`config.mk`:
```
export PLATFORM = sky130hd
export DESIGN_NAME = pe_mac_flat
export DESIGN_NICKNAME = d
export VERILOG_FILES = /design/src/rtl/pe_pkg.sv /design/src/rtl/pe_mac_if.sv /design/src/rtl/pe_mul_pipe.sv /design/src/rtl/pe_mac.sv /design/src/flat_wrapper.sv
export SDC_FILE = /design/constraint.sdc
export NUM_CORES = 1
export LEC_CHECK = 0
export ABC_AREA = 0
export BUFFER_PORTS_ARGS = -buffer_cell sky130_fd_sc_hd__buf_4
export CAP_MARGIN = 10
export CORE_MARGIN = 8
export CORE_UTILIZATION = 60
export DETAILED_ROUTE_END_ITERATION = 16
export PLACE_DENSITY = 0.77
export SKIP_LAST_GASP = 1
export SLEW_MARGIN = 20
export SYNTH_ARGS = -nofsm -noshare
export SYNTH_HDL_FRONTEND = slang
export SYNTH_SLANG_ARGS = --single-unit
```
`constraint.sdc`:
```
create_clock -name clk -period 6.2 [get_ports clk]
set_input_delay 1.86 -clock clk [delete_from_list [all_inputs] [get_ports clk]]
set_output_delay 1.86 -clock clk [all_outputs]
set_load 0.05 [all_outputs]
```
`src/rtl/pe_pkg.sv`:
```
// pe_pkg: default PE sizes shared with the systolic array top,
// plus the tag carried alongside each product in the multiply pipe.
package pe_pkg;

  localparam int PE_DATA_W     = 8;
  localparam int PE_ACC_W      = 32;
  localparam int PE_MUL_STAGES = 2;

  typedef struct packed {
    logic vld;
    logic last;
  } pe_tag_t;

endpackage

```
`src/rtl/pe_mac_if.sv`:
```
// pe_mac_if: result port of a PE (valid/ready with sum and flags).
// master = PE side (drives vld/data/sat/ovf), slave = consumer (drives rdy).
interface pe_mac_if
  import pe_pkg::*;
#(
  parameter int ACC_W = PE_ACC_W
) ();

  logic             res_vld;
  logic             res_rdy;
  logic [ACC_W-1:0] res_data;
  logic             res_sat;
  logic             res_ovf;

  modport master (
    output res_vld,
    output res_data,
    output res_sat,
    output res_ovf,
    input  res_rdy
  );

  modport slave (
    input  res_vld,
    input  res_data,
    input  res_sat,
    input  res_ovf,
    output res_rdy
  );

endinterface

```
`src/rtl/pe_mul_pipe.sv`:
```
// pe_mul_pipe: DATA_W x DATA_W multiply with STAGES registers carrying vld/last.
// Ports: a/b/in_vld/in_last in, out_prod/out_vld/out_last out, flush, busy.
module pe_mul_pipe
  import pe_pkg::*;
#(
  parameter int DATA_W = PE_DATA_W,
  parameter int SIGNED = 1,
  parameter int STAGES = PE_MUL_STAGES
) (
  input  logic                clk,
  input  logic                rst_n,
  input  logic                flush,
  input  logic                in_vld,
  input  logic                in_last,
  input  logic [DATA_W-1:0]   a,
  input  logic [DATA_W-1:0]   b,
  output logic                out_vld,
  output logic                out_last,
  output logic [2*DATA_W-1:0] out_prod,
  output logic                busy
);

  localparam int PW = 2 * DATA_W;

  logic          sa;
  logic          sb;
  logic [PW-1:0] a_x;
  logic [PW-1:0] b_x;
  logic [PW-1:0] prod;

  pe_tag_t       tag_q  [STAGES];
  logic [PW-1:0] prod_q [STAGES];

  // Extending to PW first makes the low PW bits of the
  // product correct for both signed and unsigned operands.
  assign sa   = (SIGNED != 0) && a[DATA_W-1];
  assign sb   = (SIGNED != 0) && b[DATA_W-1];
  assign a_x  = {{DATA_W{sa}}, a};
  assign b_x  = {{DATA_W{sb}}, b};
  assign prod = a_x * b_x;

  always_ff @(posedge clk or negedge rst_n) begin
    if (!rst_n) begin
      for (int i = 0; i < STAGES; i++) begin
        tag_q[i]  <= '0;
        prod_q[i] <= '0;
      end
    end else begin
      tag_q[0].vld  <= in_vld & ~flush;
      tag_q[0].last <= in_last;
      prod_q[0]     <= prod;
      for (int i = 1; i < STAGES; i++) begin
        tag_q[i].vld  <= tag_q[i-1].vld & ~flush;
        tag_q[i].last <= tag_q[i-1].last;
        prod_q[i]     <= prod_q[i-1];
      end
    end
  end

  always_comb begin
    busy = 1'b0;
    for (int i = 0; i < STAGES; i++) begin
      busy = busy | tag_q[i].vld;
    end
  end

  assign out_vld  = tag_q[STAGES-1].vld;
  assign out_last = tag_q[STAGES-1].last;
  assign out_prod = prod_q[STAGES-1];

endmodule

```
`src/rtl/pe_mac.sv`:
```
// pe_mac: systolic MAC PE; forwards in0/in1 to out0/out1, accumulates
// tagged dot products, result via res (pe_mac_if.master), pe_doing busy.
module pe_mac
  import pe_pkg::*;
#(
  parameter int DATA_W     = PE_DATA_W,
  parameter int ACC_W      = PE_ACC_W,
  parameter int SIGNED     = 1,
  parameter int SAT        = 1,
  parameter int MUL_STAGES = PE_MUL_STAGES
) (
  input  logic              clk,
  input  logic              rst_n,
  input  logic              in0_vld,
  input  logic [DATA_W-1:0] in0_data,
  input  logic              in0_last,
  input  logic              in1_vld,
  input  logic [DATA_W-1:0] in1_data,
  input  logic              pe_en,
  input  logic              acc_clr,
  output logic              out0_vld,
  output logic [DATA_W-1:0] out0_data,
  output logic              out0_last,
  output logic              out1_vld,
  output logic [DATA_W-1:0] out1_data,
  pe_mac_if.master          res,
  output logic              pe_doing
);

  localparam int PW = 2 * DATA_W;
  localparam int XW = ACC_W + 2;

  logic             accept;
  logic             fin_vld;
  logic             fin_last;
  logic [PW-1:0]    fin_prod;
  logic             pipe_busy;

  logic [ACC_W-1:0] acc_q;
  logic             sat_q;
  logic             part_q;

  logic             acc_s;
  logic             prod_s;
  logic [XW-1:0]    acc_x;
  logic [XW-1:0]    prod_x;
  logic [XW-1:0]    sum_x;
  logic [ACC_W-1:0] nxt;
  logic             hit;
  logic             wr;

  logic             vld_q;
  logic [ACC_W-1:0] data_q;
  logic             rsat_q;
  logic             ovf_q;

  assign accept = in0_vld & in1_vld & pe_en & ~acc_clr;

  pe_mul_pipe #(
    .DATA_W (DATA_W),
    .SIGNED (SIGNED),
    .STAGES (MUL_STAGES)
  ) u_mul (
    .clk      (clk),
    .rst_n    (rst_n),
    .flush    (acc_clr),
    .in_vld   (accept),
    .in_last  (in0_last),
    .a        (in0_data),
    .b        (in1_data),
    .out_vld  (fin_vld),
    .out_last (fin_last),
    .out_prod (fin_prod),
    .busy     (pipe_busy)
  );

  // Two guard bits hold any acc+product without loss,
  // so range checks below are exact.
  assign acc_s  = (SIGNED != 0) && acc_q[ACC_W-1];
  assign prod_s = (SIGNED != 0) && fin_prod[PW-1];
  assign acc_x  = {{2{acc_s}}, acc_q};
  assign prod_x = {{(XW-PW){prod_s}}, fin_prod};
  assign sum_x  = acc_x + prod_x;

  always_comb begin
    nxt = sum_x[ACC_W-1:0];
    hit = 1'b0;
    if (SAT != 0) begin
      if (SIGNED != 0) begin
        if (sum_x[XW-1:ACC_W-1] != 3'b000 &&
            sum_x[XW-1:ACC_W-1] != 3'b111) begin
          hit = 1'b1;
          nxt = sum_x[XW-1] ? {1'b1, {(ACC_W-1){1'b0}}}
                            : {1'b0, {(ACC_W-1){1'b1}}};
        end
      end else if (sum_x[ACC_W]) begin
        hit = 1'b1;
        nxt = '1;
      end
    end
  end

  assign wr = fin_vld & fin_last & ~acc_clr;

  always_ff @(posedge clk or negedge rst_n) begin
    if (!rst_n) begin
      acc_q  <= '0;
      sat_q  <= 1'b0;
      part_q <= 1'b0;
    end else if (acc_clr) begin
      acc_q  <= '0;
      sat_q  <= 1'b0;
      part_q <= 1'b0;
    end else if (fin_vld) begin
      if (fin_last) begin
        acc_q  <= '0;
        sat_q  <= 1'b0;
        part_q <= 1'b0;
      end else begin
        acc_q  <= nxt;
        sat_q  <= sat_q | hit;
        part_q <= 1'b1;
      end
    end
  end

  always_ff @(posedge clk or negedge rst_n) begin
    if (!rst_n) begin
      vld_q  <= 1'b0;
      data_q <= '0;
      rsat_q <= 1'b0;
      ovf_q  <= 1'b0;
    end else begin
      if (wr) begin
        vld_q  <= 1'b1;
        data_q <= nxt;
        rsat_q <= sat_q | hit;
      end else if (res.res_rdy) begin
        vld_q  <= 1'b0;
      end
      if (acc_clr) begin
        ovf_q <= 1'b0;
      end else if (wr && vld_q && !res.res_rdy) begin
        ovf_q <= 1'b1;
      end
    end
  end

  assign res.res_vld  = vld_q;
  assign res.res_data = data_q;
  assign res.res_sat  = rsat_q;
  assign res.res_ovf  = ovf_q;

  always_ff @(posedge clk or negedge rst_n) begin
    if (!rst_n) begin
      out0_vld  <= 1'b0;
      out0_data <= '0;
      out0_last <= 1'b0;
      out1_vld  <= 1'b0;
      out1_data <= '0;
    end else begin
      out0_vld <= in0_vld;
      out1_vld <= in1_vld;
      if (in0_vld) begin
        out0_data <= in0_data;
        out0_last <= in0_last;
      end
      if (in1_vld) begin
        out1_data <= in1_data;
      end
    end
  end

  assign pe_doing = pipe_busy | part_q;

endmodule

```
`src/flat_wrapper.sv`:
```
// flat-port wrapper written by rule: the top's interface ports become plain ports
module pe_mac_flat import pe_pkg::*;
#(
  parameter int DATA_W     = PE_DATA_W,
  parameter int ACC_W      = PE_ACC_W,
  parameter int SIGNED     = 1,
  parameter int SAT        = 1,
  parameter int MUL_STAGES = PE_MUL_STAGES
)
  (clk, rst_n, in0_vld, in0_data, in0_last, in1_vld, in1_data, pe_en, acc_clr, out0_vld, out0_data, out0_last, out1_vld, out1_data, pe_doing, res_res_vld, res_res_data, res_res_sat, res_res_ovf, res_res_rdy);
  pe_mac_if #(.ACC_W(ACC_W)) res_i ();
  input  logic clk;
  input  logic rst_n;
  input  logic in0_vld;
  input  logic [DATA_W-1:0] in0_data;
  input  logic in0_last;
  input  logic in1_vld;
  input  logic [DATA_W-1:0] in1_data;
  input  logic pe_en;
  input  logic acc_clr;
  output logic out0_vld;
  output logic [DATA_W-1:0] out0_data;
  output logic out0_last;
  output logic out1_vld;
  output logic [DATA_W-1:0] out1_data;
  output logic pe_doing;
  output wire logic [$bits(res_i.res_vld)-1:0] res_res_vld;
  output wire logic [$bits(res_i.res_data)-1:0] res_res_data;
  output wire logic [$bits(res_i.res_sat)-1:0] res_res_sat;
  output wire logic [$bits(res_i.res_ovf)-1:0] res_res_ovf;
  input wire logic [$bits(res_i.res_rdy)-1:0] res_res_rdy;
  assign res_res_vld = res_i.res_vld;
  assign res_res_data = res_i.res_data;
  assign res_res_sat = res_i.res_sat;
  assign res_res_ovf = res_i.res_ovf;
  assign res_i.res_rdy = res_res_rdy;
  pe_mac #(.DATA_W(DATA_W), .ACC_W(ACC_W), .SIGNED(SIGNED), .SAT(SAT), .MUL_STAGES(MUL_STAGES)) u_core (.clk(clk), .rst_n(rst_n), .in0_vld(in0_vld), .in0_data(in0_data), .in0_last(in0_last), .in1_vld(in1_vld), .in1_data(in1_data), .pe_en(pe_en), .acc_clr(acc_clr), .out0_vld(out0_vld), .out0_data(out0_data), .out0_last(out0_last), .out1_vld(out1_vld), .out1_data(out1_data), .res(res_i), .pe_doing(pe_doing));
endmodule
```
==> run metrics, run 1 <==
status completed; largest net degree at the start of global routing 56; Post-CTS Hold Fix Bufs 0; maximum root-to-sink buffer count 2; num rows 44; Post-Layout Cell Count between 1000 and 1500; Initial Utilization 0.616; WS Path Type input pin to register; die area 0.0191 mm²; DP HPWL about 16000 µm; reg2reg setup slack around 1.5 ns; Die Span Y between 100 and 150 µm; RSZ-0062 raised after global routing no; Max Cap Viol 0; Clock Skew 0.00957 ns; share of cells above drive strength 1 0.166; Ant. Diodes 0; R2R Path Start u_core.u_mul.out_prod[15]$_DFF_PN0_; Clock Tree Root clkbuf_16; critical path launch point type input pin; first-pass GRT wire length about 36000 µm; Resize count post-CTS 0; min Tclk post-route a little under 6 ns; Distinct cells, synth 69; Clock Sinks ~120; Worst Path Arrival approximately 6 ns; DRT antenna net count 0; maximum VDD drop ~0.23 mV; clk slew on worst S/H paths 0.05 ns; syn_nets 1043; total CTS buffers 17; Lkg Pwr 5.01 nW; H-tree Lvls 4; Synth Cell Area just under 0.009 mm²; synth warn 0; Hold Vio Cnt, Final 0; Least-Margin Pin Slew roughly 1.1 ns; sequential cell area 0.00310 mm²; crit end category register; I/O pins slightly below 80; final setup TNS 0 ns; syn avg cell area just under 10 µm²; Vias/cell between 5 and 6; DRC 0; FFs w/ async S/R, synth 1.00; FF+latch count, synth 124; initial antenna violation count 0; GRT overflow 0; Hold Crit Depth 0; drt wl/cell ~18 µm; vias in the first global route 7190; Post-CTS Setup Inserts 0; Initial DRC Count 460; Yosys top cell by area dfrtp_1; core box area around 0.015 mm²; final slew viol count 0; fin crit share 0.936; Post-synth EDFFs 0; synthesized instance count 902; GRT Overall Usage 0.230; Yosys top cell area share 0.347; Crit Reg-Reg Endpoint u_core.acc_q[8]$_DFFE_PN0P_; ys flop type dfrtp_1; drt first pass iters 5; nets@finish ~1100; CTS tree done; Die Wd roughly 140 µm; Hold WS 0.346 ns; crit-path max FO 7; Skew-Pair Late Insertion Delay 0.42 ns; final wirelength about 21000 µm; CP required 6.50 ns; Register-to-Register Path Depth 10; HP Class register to register; Multi-input gate area 0.00533 mm²; PwrDens about 400 mW/mm²; Port Buf Inserts between 70 and 80; Max-slew headroom 0.234; end of the worst hold path u_core.u_mul.out_prod[0]$_DFF_PN0_; Finish-stage setup viols 0; fillers ~1100; GP Congestion 0.894; sequential area share after synthesis 0.347; Area contributors post-synth dfrtp_1, fa_1, ha_1; Post-Place Cells about 1100; f_max about 0.17 GHz; area grow syn2layout 15.2%; HP Start u_core.u_mul.prod_q[16]$_DFF_PN0_; routed vias between 6000 and 7000
## through the flow
stage | cell area (µm²) | power (W) | utilization | setup slack [ns]
after detailed placement | 9690 | 0.00313 | 0.667 | 0.00540
final | 10300 | 0.00416 | 0.709 | 0.398
after global placement | 9690 | 0.00307 | 0.667 | 0.0768
after floorplan | 8950 | 0.00262 | - | 0.279
after global routing | 10300 | 0.00445 | 0.709 | 0.161
after CTS | 10300 | 0.00419 | 0.709 | 0.412
## critical path, stage by stage
cell	delay (ns)
buf_4	0.13
buf_12	0.12
and2_1	0.16
fa_1	0.44
inv_1	0.10
fa_1	0.39
inv_1	0.07
ha_1	0.12
inv_1	0.05
fa_1	0.58
inv_1	0.06
ha_1	0.29
a21o_1	0.19
a21oi_1	0.22
o21ai_0	0.15
a31o_2	0.27
a21oi_1	0.18
nor2b_1	0.07
o21a_1	0.18
o41a_1	0.33
xnor2_1	0.13
## cell usage after synthesis (14+ instances only)
| library cell | instances |
|---|---|
| a21oi_1 | 58 |
| a221o_1 | 20 |
| and2_1 | 46 |
| clkbuf_1 | 15 |
| dfrtp_1 | 124 |
| fa_1 | 56 |
| ha_1 | 61 |
| inv_1 | 97 |
| mux2_2 | 19 |
| nand2_1 | 78 |
| nor2_1 | 56 |
| nor2b_1 | 14 |
| nor3_1 | 14 |
| o21ai_0 | 29 |
| xnor2_1 | 33 |
## layout make-up
class,instances,share of cell area
clock buffer,20,0.0433
clock inverter,11,0.0163
inverter,97,0.0353
multi-input combinational,648,0.517
sequential,124,0.301
tap,184,0.0223
timing repair buffer,87,0.0646
## per-layer routing
layer	vias up	track usage	share of wire
li1	3260	-	-
met1	3433	0.293	0.45
met2	197	0.382	0.48
met3	22	0.0531	0.056
met4	0	0.0692	0.013
met5	-	0	0
## placed cells by master (no fill, tap or decap), types with 5 or more instances in the layout
| master | instances |
|---|---|
| nand2_1 | 78 |
| ha_1 | 61 |
| dfrtp_1 | 124 |
| a211oi_1 | 6 |
| nand2b_1 | 7 |
| clkbuf_16 | 17 |
| a221o_1 | 20 |
| nor3_1 | 14 |
| o21a_1 | 7 |
| a21oi_1 | 58 |
| and2_1 | 46 |
| nor2b_1 | 14 |
| xor2_1 | 10 |
| nand4_1 | 8 |
| inv_1 | 97 |
| a31oi_1 | 5 |
| o21ai_0 | 29 |
| o21ai_1 | 5 |
| a21o_1 | 13 |
| o211ai_1 | 5 |
| o311ai_1 | 5 |
| mux2_2 | 19 |
| nor2_1 | 53 |
| buf_4 | 86 |
| xnor2_1 | 33 |
| nand3_1 | 13 |
| a221oi_1 | 13 |
| fa_1 | 56 |
## sequential cells by signal, indices dropped and copies added (netlist names), 2 cells and up
signal,cells
u_core.out0_data,8
u_core.res.res_data,32
u_core.acc_q,32
u_core.u_mul.tag_q,2
u_core.u_mul.out_prod,16
u_core.u_mul.prod_q,16
u_core.out1_data,8
## logic make-up after synthesis
| group | after synthesis | synth area share |
|---|---|---|
| simple gates | 257 | 0.141 |
| compound gates | 211 | 0.175 |
| buf+inv | 130 | 0.0590 |
| flops | 124 | 0.347 |
| fa+ha+maj | 117 | 0.211 |
| xor+xnor | 43 | 0.0421 |
| mux | 20 | 0.0250 |
## where the power goes
part / switching (W) / leakage (nW) / internal [W]
sequential: 0.000100 / 1.54 / 0.000992
combinational: 0.00123 / 3.17 / 0.000789
clock: 0.000365 / 0.296 / 0.000680
total: 0.00170 / 5.01 / 0.00246
## worst max-delay path by stage
stage	start	end	slack (ns)	depth (start not counted)
after global placement	in1_data[4]	u_core.u_mul.prod_q[31]$_DFF_PN0_	0.08	19
after floorplan	in1_data[4]	u_core.u_mul.prod_q[31]$_DFF_PN0_	0.28	18
after global routing	in1_data[4]	u_core.u_mul.prod_q[31]$_DFF_PN0_	0.16	21
final	in1_data[4]	u_core.u_mul.prod_q[31]$_DFF_PN0_	0.40	21
after detailed placement	in0_data[3]	u_core.u_mul.prod_q[31]$_DFF_PN0_	0.005	19
after CTS	in1_data[4]	u_core.u_mul.prod_q[31]$_DFF_PN0_	0.41	21
Power figures use the tool's default switching activity.
==> inputs of run 2 (changes only) <==
--- a/config.mk
+++ b/config.mk
@@ -8,10 +8,13 @@
 export ABC_AREA = 0
 export BUFFER_PORTS_ARGS = -buffer_cell sky130_fd_sc_hd__buf_4
 export CAP_MARGIN = 10
+export CELL_PAD_IN_SITES_DETAIL_PLACEMENT = 1
+export CELL_PAD_IN_SITES_GLOBAL_PLACEMENT = 2
 export CORE_MARGIN = 8
-export CORE_UTILIZATION = 60
+export CORE_UTILIZATION = 42
 export DETAILED_ROUTE_END_ITERATION = 16
-export PLACE_DENSITY = 0.77
+export HOLD_SLACK_MARGIN = 0.06
+export PLACE_DENSITY = 0.83
 export SKIP_LAST_GASP = 1
 export SLEW_MARGIN = 20
 export SYNTH_ARGS = -nofsm -noshare
==> run metrics, run 2 (synthesized netlist as in run 1, its figures left out) <==
status completed; CP Buf/Inv Count 6 (unchanged); Hold WS 0.346 ns (+0.0000100 ns); final slew viol count 0 (unchanged); Sw Ratio 0.429 (+0.0201); GRT overflow 0 (unchanged); commonest non-fill, non-tap cell in the layout dfrtp_1; Ant. Diodes 0 (unchanged); drt wl/cell 19.2 µm (+5.6%); core box area 0.0210 mm² (+44%); Skew-Pair Late Insertion Delay 0.43 ns (about the same); final wirelength 24300 µm (+14%); Top delay family on crit path adder cells; Hold Vio Cnt, Final 0 (unchanged); first-pass GRT wire length 41200 µm (+14%); Sequential Power Share 0.259 (-0.004); die area 0.0262 mm² (+38%); CP Depth 19 (-9.5%); RSZ-0062 raised after global routing no; Die Span Y 162 µm (+17%); Crit Reg-Reg Endpoint u_core.acc_q[8]$_DFFE_PN0P_; Clock Tree Root clkbuf_16; critical-path cell list buf_4 -> and2_1 -> fa_1 -> inv_1 -> fa_1 -> inv_1 -> fa_1 -> inv_1 -> fa_1 -> inv_1 -> ha_1 -> inv_1 -> o21ai_0 -> a31o_2 -> a21oi_1 -> nor2b_1 -> o21a_1 -> o41a_1 -> xnor2_1; crit-path max FO 3 (-4); WS Path Type input pin to register; DRC 0 (unchanged); NetSw 0.00180 W (+6.1%); Clk pwr share 0.248 (-0.003); maximum root-to-sink buffer count 2 (unchanged); Least-Margin Pin Slew 1.13 ns (-0.0176 ns); H-tree Lvls 4 (unchanged); DP HPWL 18000 µm (+14%); Resize count post-CTS 0 (unchanged); largest net degree at the start of global routing 93 (+66%); Post-CTS Setup Inserts 0 (unchanged); total CTS buffers 17 (unchanged); Cell Int Power 0.00240 W (-2.3%); CTS tree done; Port Buf Inserts 78 (unchanged); sequential cell area 0.00310 mm² (unchanged); drt first pass iters 4 (-1); GRT Overall Usage 0.196 (-0.0342); Finish-stage setup viols 0 (unchanged); Clock Sinks 124 (unchanged); Lkg Pwr 5.02 nW (+0.18%); fin crit share 0.929 (-0.00690); routed vias 6961 (+0.71%); Register-to-Register Path Depth 10 (unchanged); Critical Path Sink u_core.u_mul.prod_q[31]$_DFF_PN0_; Tot Pwr 0.00421 W (+1.1%); Die Wd 162 µm (+17%); DRT antenna net count 0 (unchanged); CP startpoint in1_data[4]; GP Congestion 0.825 (-7.7%); min Tclk post-route 5.76 ns (-0.0428 ns); Post-CTS Hold Fix Bufs 0 (unchanged); Multi-input gate area 0.00533 mm² (about the same); area grow syn2layout 16.5%; critical path launch point type input pin; I/O pins 79 (unchanged); HP Class register to register; most frequent cells in the layout dfrtp_1, inv_1, buf_4; share of cells above drive strength 1 0.173 (+0.00639); CP max stage delay 0.55 ns (-0.03 ns); fillers 2368 (+110%); Comb power frac 0.493 (+0.007); Vias/cell 5.50 (-6.8%); num rows 53 (+20%); Worst Path Arrival 6.07 ns (-0.03 ns); maximum VDD drop 0.190 mV (-19%); f_max 0.174 GHz (+0.74%); Max Cap Viol 0 (unchanged); final setup TNS 0 ns (unchanged); clk slew on worst S/H paths 0.07 ns (+0.02 ns); PwrDens 403 mW/mm² (about the same); crit end category register; R2R Path Start u_core.u_mul.out_prod[15]$_DFF_PN0_; most used cell along the critical path inv_1; Clock Skew 0.0123 ns (+0.00271 ns); CP required 6.51 ns (about the same); reg2reg setup slack 1.39 ns (-0.10 ns); Initial Utilization 0.427 (-0.189); Util after Layout 0.498 (-0.212); CP max-delay cell fa_1; Max-slew headroom 0.248 (+0.0137); Initial DRC Count 242 (-47%); initial antenna violation count 0 (unchanged); vias in the first global route 7839 (+9.0%); nets@finish 1119 (+0.27%)
==> run 2: worst min-delay path by stage <==
stage	start	endpoint	slack [ns]	cells past startpoint
global placement	u_core.u_mul.prod_q[29]$_DFF_PN0_	u_core.u_mul.out_prod[13]$_DFF_PN0_	0.33	0
global route	u_core.u_mul.prod_q[20]$_DFF_PN0_	u_core.u_mul.out_prod[4]$_DFF_PN0_	0.35	0
detailed placement	u_core.u_mul.prod_q[28]$_DFF_PN0_	u_core.u_mul.out_prod[12]$_DFF_PN0_	0.34	0
CTS	u_core.u_mul.prod_q[20]$_DFF_PN0_	u_core.u_mul.out_prod[4]$_DFF_PN0_	0.35	0
floorplan	u_core.u_mul.tag_q[2]$_DFF_PN0_	u_core.u_mul.out_last$_DFF_PN0_	0.33	0
finish	u_core.u_mul.prod_q[24]$_DFF_PN0_	u_core.u_mul.out_prod[8]$_DFF_PN0_	0.35	0
==> run 2: power by group through the flow <==
stage | sequential [W] | clock (W) | combinational, W
finish | 0.00109 | 0.00104 | 0.00207
global route | 0.00111 | 0.00109 | 0.00233
detailed placement | 0.00111 | 0 | 0.00208
global placement | 0.00110 | 0 | 0.00205
floorplan | 0.00135 | 0 | 0.00127
CTS | 0.00110 | 0.00106 | 0.00211
==> run 2: worst register-to-register path: stages (launching register included) <==
cell,delay (ns)
dfrtp_1,0.90
ha_1,0.48
a21oi_2,0.25
o211ai_1,0.17
o2111ai_1,0.24
nor2_1,0.11
or3_4,0.42
o211a_1,0.36
a22o_1,0.54
nor2_2,0.95
a221o_1,0.31
==> run 2: metrics by stage <==
step	area, µm²	setup WS, ns	cells
finish	10400	0.440	1266
global route	10400	0.159	1266
CTS	10400	0.404	1266
detailed placement	9820	0.0138	1234
global placement	9820	0.0386	1234
floorplan	8950	0.279	902
==> run 2: area by class of cell <==
| class | count | share of cell area |
|---|---|---|
| Multi-Input combinational cell | 648 | 0.512 |
| Sequential cell | 124 | 0.298 |
| Inverter | 97 | 0.0349 |
| Tap cell | 275 | 0.0330 |
| Clock inverter | 15 | 0.0169 |
| Timing Repair Buffer | 90 | 0.0652 |
| Clock buffer | 17 | 0.0408 |
==> run 2: metal layers <==
metal / global-route usage / wire [µm] / vias up
met4: 0.0581 / 463 / 0
li1: - / - / 3262
met5: 0 / 0 / -
met3: 0.0423 / 945 / 35
met1: 0.249 / 10900 / 3544
met2: 0.329 / 12000 / 120
==> inputs of run 3 (changes only) <==
--- a/config.mk
+++ b/config.mk
@@ -19,4 +19,5 @@
 export SLEW_MARGIN = 20
 export SYNTH_ARGS = -nofsm -noshare
 export SYNTH_HDL_FRONTEND = slang
+export SYNTH_HIERARCHICAL = 1
 export SYNTH_SLANG_ARGS = --single-unit
==> run metrics, run 3 <==
Max-slew headroom 0.265 (+0.0172); setup ws final 0.755 ns (+0.315 ns); syn avg cell area 9.79 µm² (-1.3%); GRT Overall Usage 0.192 (-0.00421); DP Area 0.00967 mm² (-1.5%); DRT antenna net count 0 (unchanged); Register-to-Register Path Depth 10 (unchanged); CP max stage delay 0.54 ns (about the same); Worst Path Arrival 5.80 ns (-0.27 ns); R2R Path Start u_core/u_mul/out_prod[15]$_DFF_PN0_; min Tclk post-route 5.45 ns (-0.315 ns); critical-path cell list buf_4 -> and2_1 -> fa_1 -> inv_1 -> fa_1 -> inv_1 -> fa_1 -> inv_1 -> fa_1 -> inv_1 -> ha_1 -> a21o_1 -> a21oi_2 -> a21boi_1 -> or4_1 -> nand3_1; Clock Tree Root clkbuf_16; Sw Ratio 0.415 (-0.0132); initial antenna violation count 0 (unchanged); RSZ-0062 raised after global routing no; Port Buf Inserts 78 (unchanged); Die Wd 162 µm (about the same); Initial Utilization 0.427 (-0.000574); GP Congestion 0.837 (+1.3%); synth warn 6 (+6); most frequent cells in the layout dfrtp_1, inv_1, buf_4; Resize count post-CTS 0 (unchanged); Comb power frac 0.471 (-0.022); Post-CTS Hold Fix Bufs 0 (unchanged); Setup Slack @ Placement 0.308 ns (+0.294 ns); Ant. Diodes 0 (unchanged); fin crit share 0.878 (-0.0507); final wirelength 24100 µm (-0.93%); WS Path Type input pin to register; CP max-delay cell fa_1; I/O pins 79 (unchanged); Initial DRC Count 293 (+21%); FF+latch count, synth 124 (unchanged); GRT overflow 0 (unchanged); Vias/cell 5.41 (-1.6%); FFs w/ async S/R, synth 1.00 (unchanged); Die Span Y 162 µm (about the same); final slew viol count 0 (unchanged); Synth Cell Area 0.00897 mm² (+0.18%); sequential area share after synthesis 0.346 (-0.000629); reg2reg setup slack 1.67 ns (+0.28 ns); Crit Reg-Reg Endpoint u_core/acc_q[7]$_DFFE_PN0P_; maximum root-to-sink buffer count 2 (unchanged); NetSw 0.00164 W (-8.9%); Lkg Pwr 4.90 nW (-2.4%); Clock Sinks 124 (unchanged); status completed; Sequential Power Share 0.265 (+0.006); synthesized instance count 916 (+1.6%); HP Class register to register; design area 0.0103 mm² (-1.4%); die area 0.0263 mm² (+0.17%); crit end category register; area grow syn2layout 14.7%; crit-path max FO 9 (+6); share of cells above drive strength 1 0.161 (-0.0115); Post-synth EDFFs 0 (unchanged); largest net degree at the start of global routing 86 (-7.5%); vias in the first global route 7659 (-2.3%); Yosys top cell area share 0.346 (-0.000629); CTS tree done; count leader, synth dfrtp_1; nets@finish 1110 (-0.80%); Distinct cells, synth 71 (+2.9%); drt first pass iters 4 (unchanged); PwrDens 384 mW/mm² (-4.7%); ys flop type dfrtp_1; Max Cap Viol 0 (unchanged); DRC 0 (unchanged); maximum VDD drop 0.162 mV (-15%); num rows 53 (unchanged); Hold Vio Cnt, Final 0 (unchanged); DP HPWL 18300 µm (+1.6%); f_max 0.184 GHz (+5.8%); critical path launch point type input pin; end of the worst hold path u_core/u_mul/out_prod[6]$_DFF_PN0_; Finish-stage setup viols 0 (unchanged); Skew-Pair Late Insertion Delay 0.42 ns (about the same); final setup TNS 0 ns (unchanged); Yosys top cell by area dfrtp_1; drt wl/cell 19.2 µm (-0.14%); total CTS buffers 17 (unchanged); Post-CTS Setup Inserts 0 (unchanged); Cell Int Power 0.00231 W (-3.9%); clk slew on worst S/H paths 0.06 ns (about the same); Util after Layout 0.489 (-0.00836); Least-Margin Pin Slew 1.10 ns (-0.0248 ns); commonest cells in the synthesized netlist dfrtp_1, inv_1, nand2_1; syn_nets 1057 (+1.3%); CP required 6.55 ns (+0.04 ns); Area contributors post-synth dfrtp_1, fa_1, ha_1; commonest non-fill, non-tap cell in the layout dfrtp_1; H-tree Lvls 4 (unchanged); Hold Crit Depth 0 (unchanged); Clk pwr share 0.263 (+0.015); HP Start u_core/u_mul/prod_q[22]$_DFF_PN0_; first-pass GRT wire length 40300 µm (-2.2%); Clock Skew 0.0146 ns (+0.00229 ns); routed vias 6794 (-2.4%); core box area 0.0210 mm² (+0.32%)
## run 3: power by group through the flow
stage          Sequential [W]  Clock (W)  Combinational (W)
2_1_floorplan         0.00119          0            0.00130
3_3_place_gp          0.00106          0            0.00182
3_5_place_dp          0.00107          0            0.00187
4_1_cts               0.00105    0.00107            0.00189
5_1_grt               0.00107    0.00110            0.00208
6_report              0.00105    0.00104            0.00186
## run 3: worst max-delay path: cells and delay by family
| family | cells | cell delay, ns |
|---|---|---|
| AOI/OAI and AO/OA | 3 | 0.50 |
| adders and majority gates | 5 | 2.41 |
| buffers and inverters | 5 | 0.33 |
| and+or+nand+nor | 3 | 0.66 |
## run 3: cell families (layout without fill, tap and decap cells)
logic type,Yosys count,in the layout,share of synthesized area
muxes,20,20,0.0250
adders and majority gates,117,117,0.210
buffers and inverters,144,209,0.0713
and+or+nand+nor,244,244,0.132
DFF,124,124,0.346
AOI/OAI and AO/OA,230,230,0.179
xor gates and xnor gates,37,37,0.0370
## run 3: how the worst max path moves through the flow
stage / start / endpoint / slack (ns)
floorplan: in1_data[4] / u_core/u_mul/prod_q[27]$_DFF_PN0_ / 0.64
global placement: in1_data[4] / u_core/u_mul/prod_q[27]$_DFF_PN0_ / 0.37
detailed placement: in1_data[4] / u_core/u_mul/prod_q[27]$_DFF_PN0_ / 0.31
CTS: in1_data[4] / u_core/u_mul/prod_q[27]$_DFF_PN0_ / 0.76
global route: in1_data[4] / u_core/u_mul/prod_q[30]$_DFF_PN0_ / 0.57
finish: in1_data[4] / u_core/u_mul/prod_q[27]$_DFF_PN0_ / 0.75
## run 3: layer usage
| metal | global-route usage | share of wire | vias to the layer above |
|---|---|---|---|
| met1 | 0.238 | 0.45 | 3416 |
| met3 | 0.0466 | 0.043 | 26 |
| li1 | - | - | 3237 |
| met2 | 0.327 | 0.49 | 115 |
| met5 | 0 | 0 | - |
| met4 | 0.0505 | 0.012 | 0 |
## run 3: per-stage QoR
stage | power, W | hold slack, ns | cells
6_report | 0.00395 | 0.343 | 1256
5_1_grt | 0.00424 | 0.357 | 1256
4_1_cts | 0.00401 | 0.347 | 1256
3_5_place_dp | 0.00294 | 0.336 | 1225
3_3_place_gp | 0.00288 | 0.332 | 1225
2_1_floorplan | 0.00250 | 0.331 | 916
## run 3: area by class of cell
type	instances	area (µm²)
Fill cell	2354	10700
Inverter	95	357
Clock inverter	14	185
Multi-Input combinational cell	648	5240
Tap cell	275	344
Timing Repair Buffer	83	627
Clock buffer	17	425
Sequential cell	124	3100
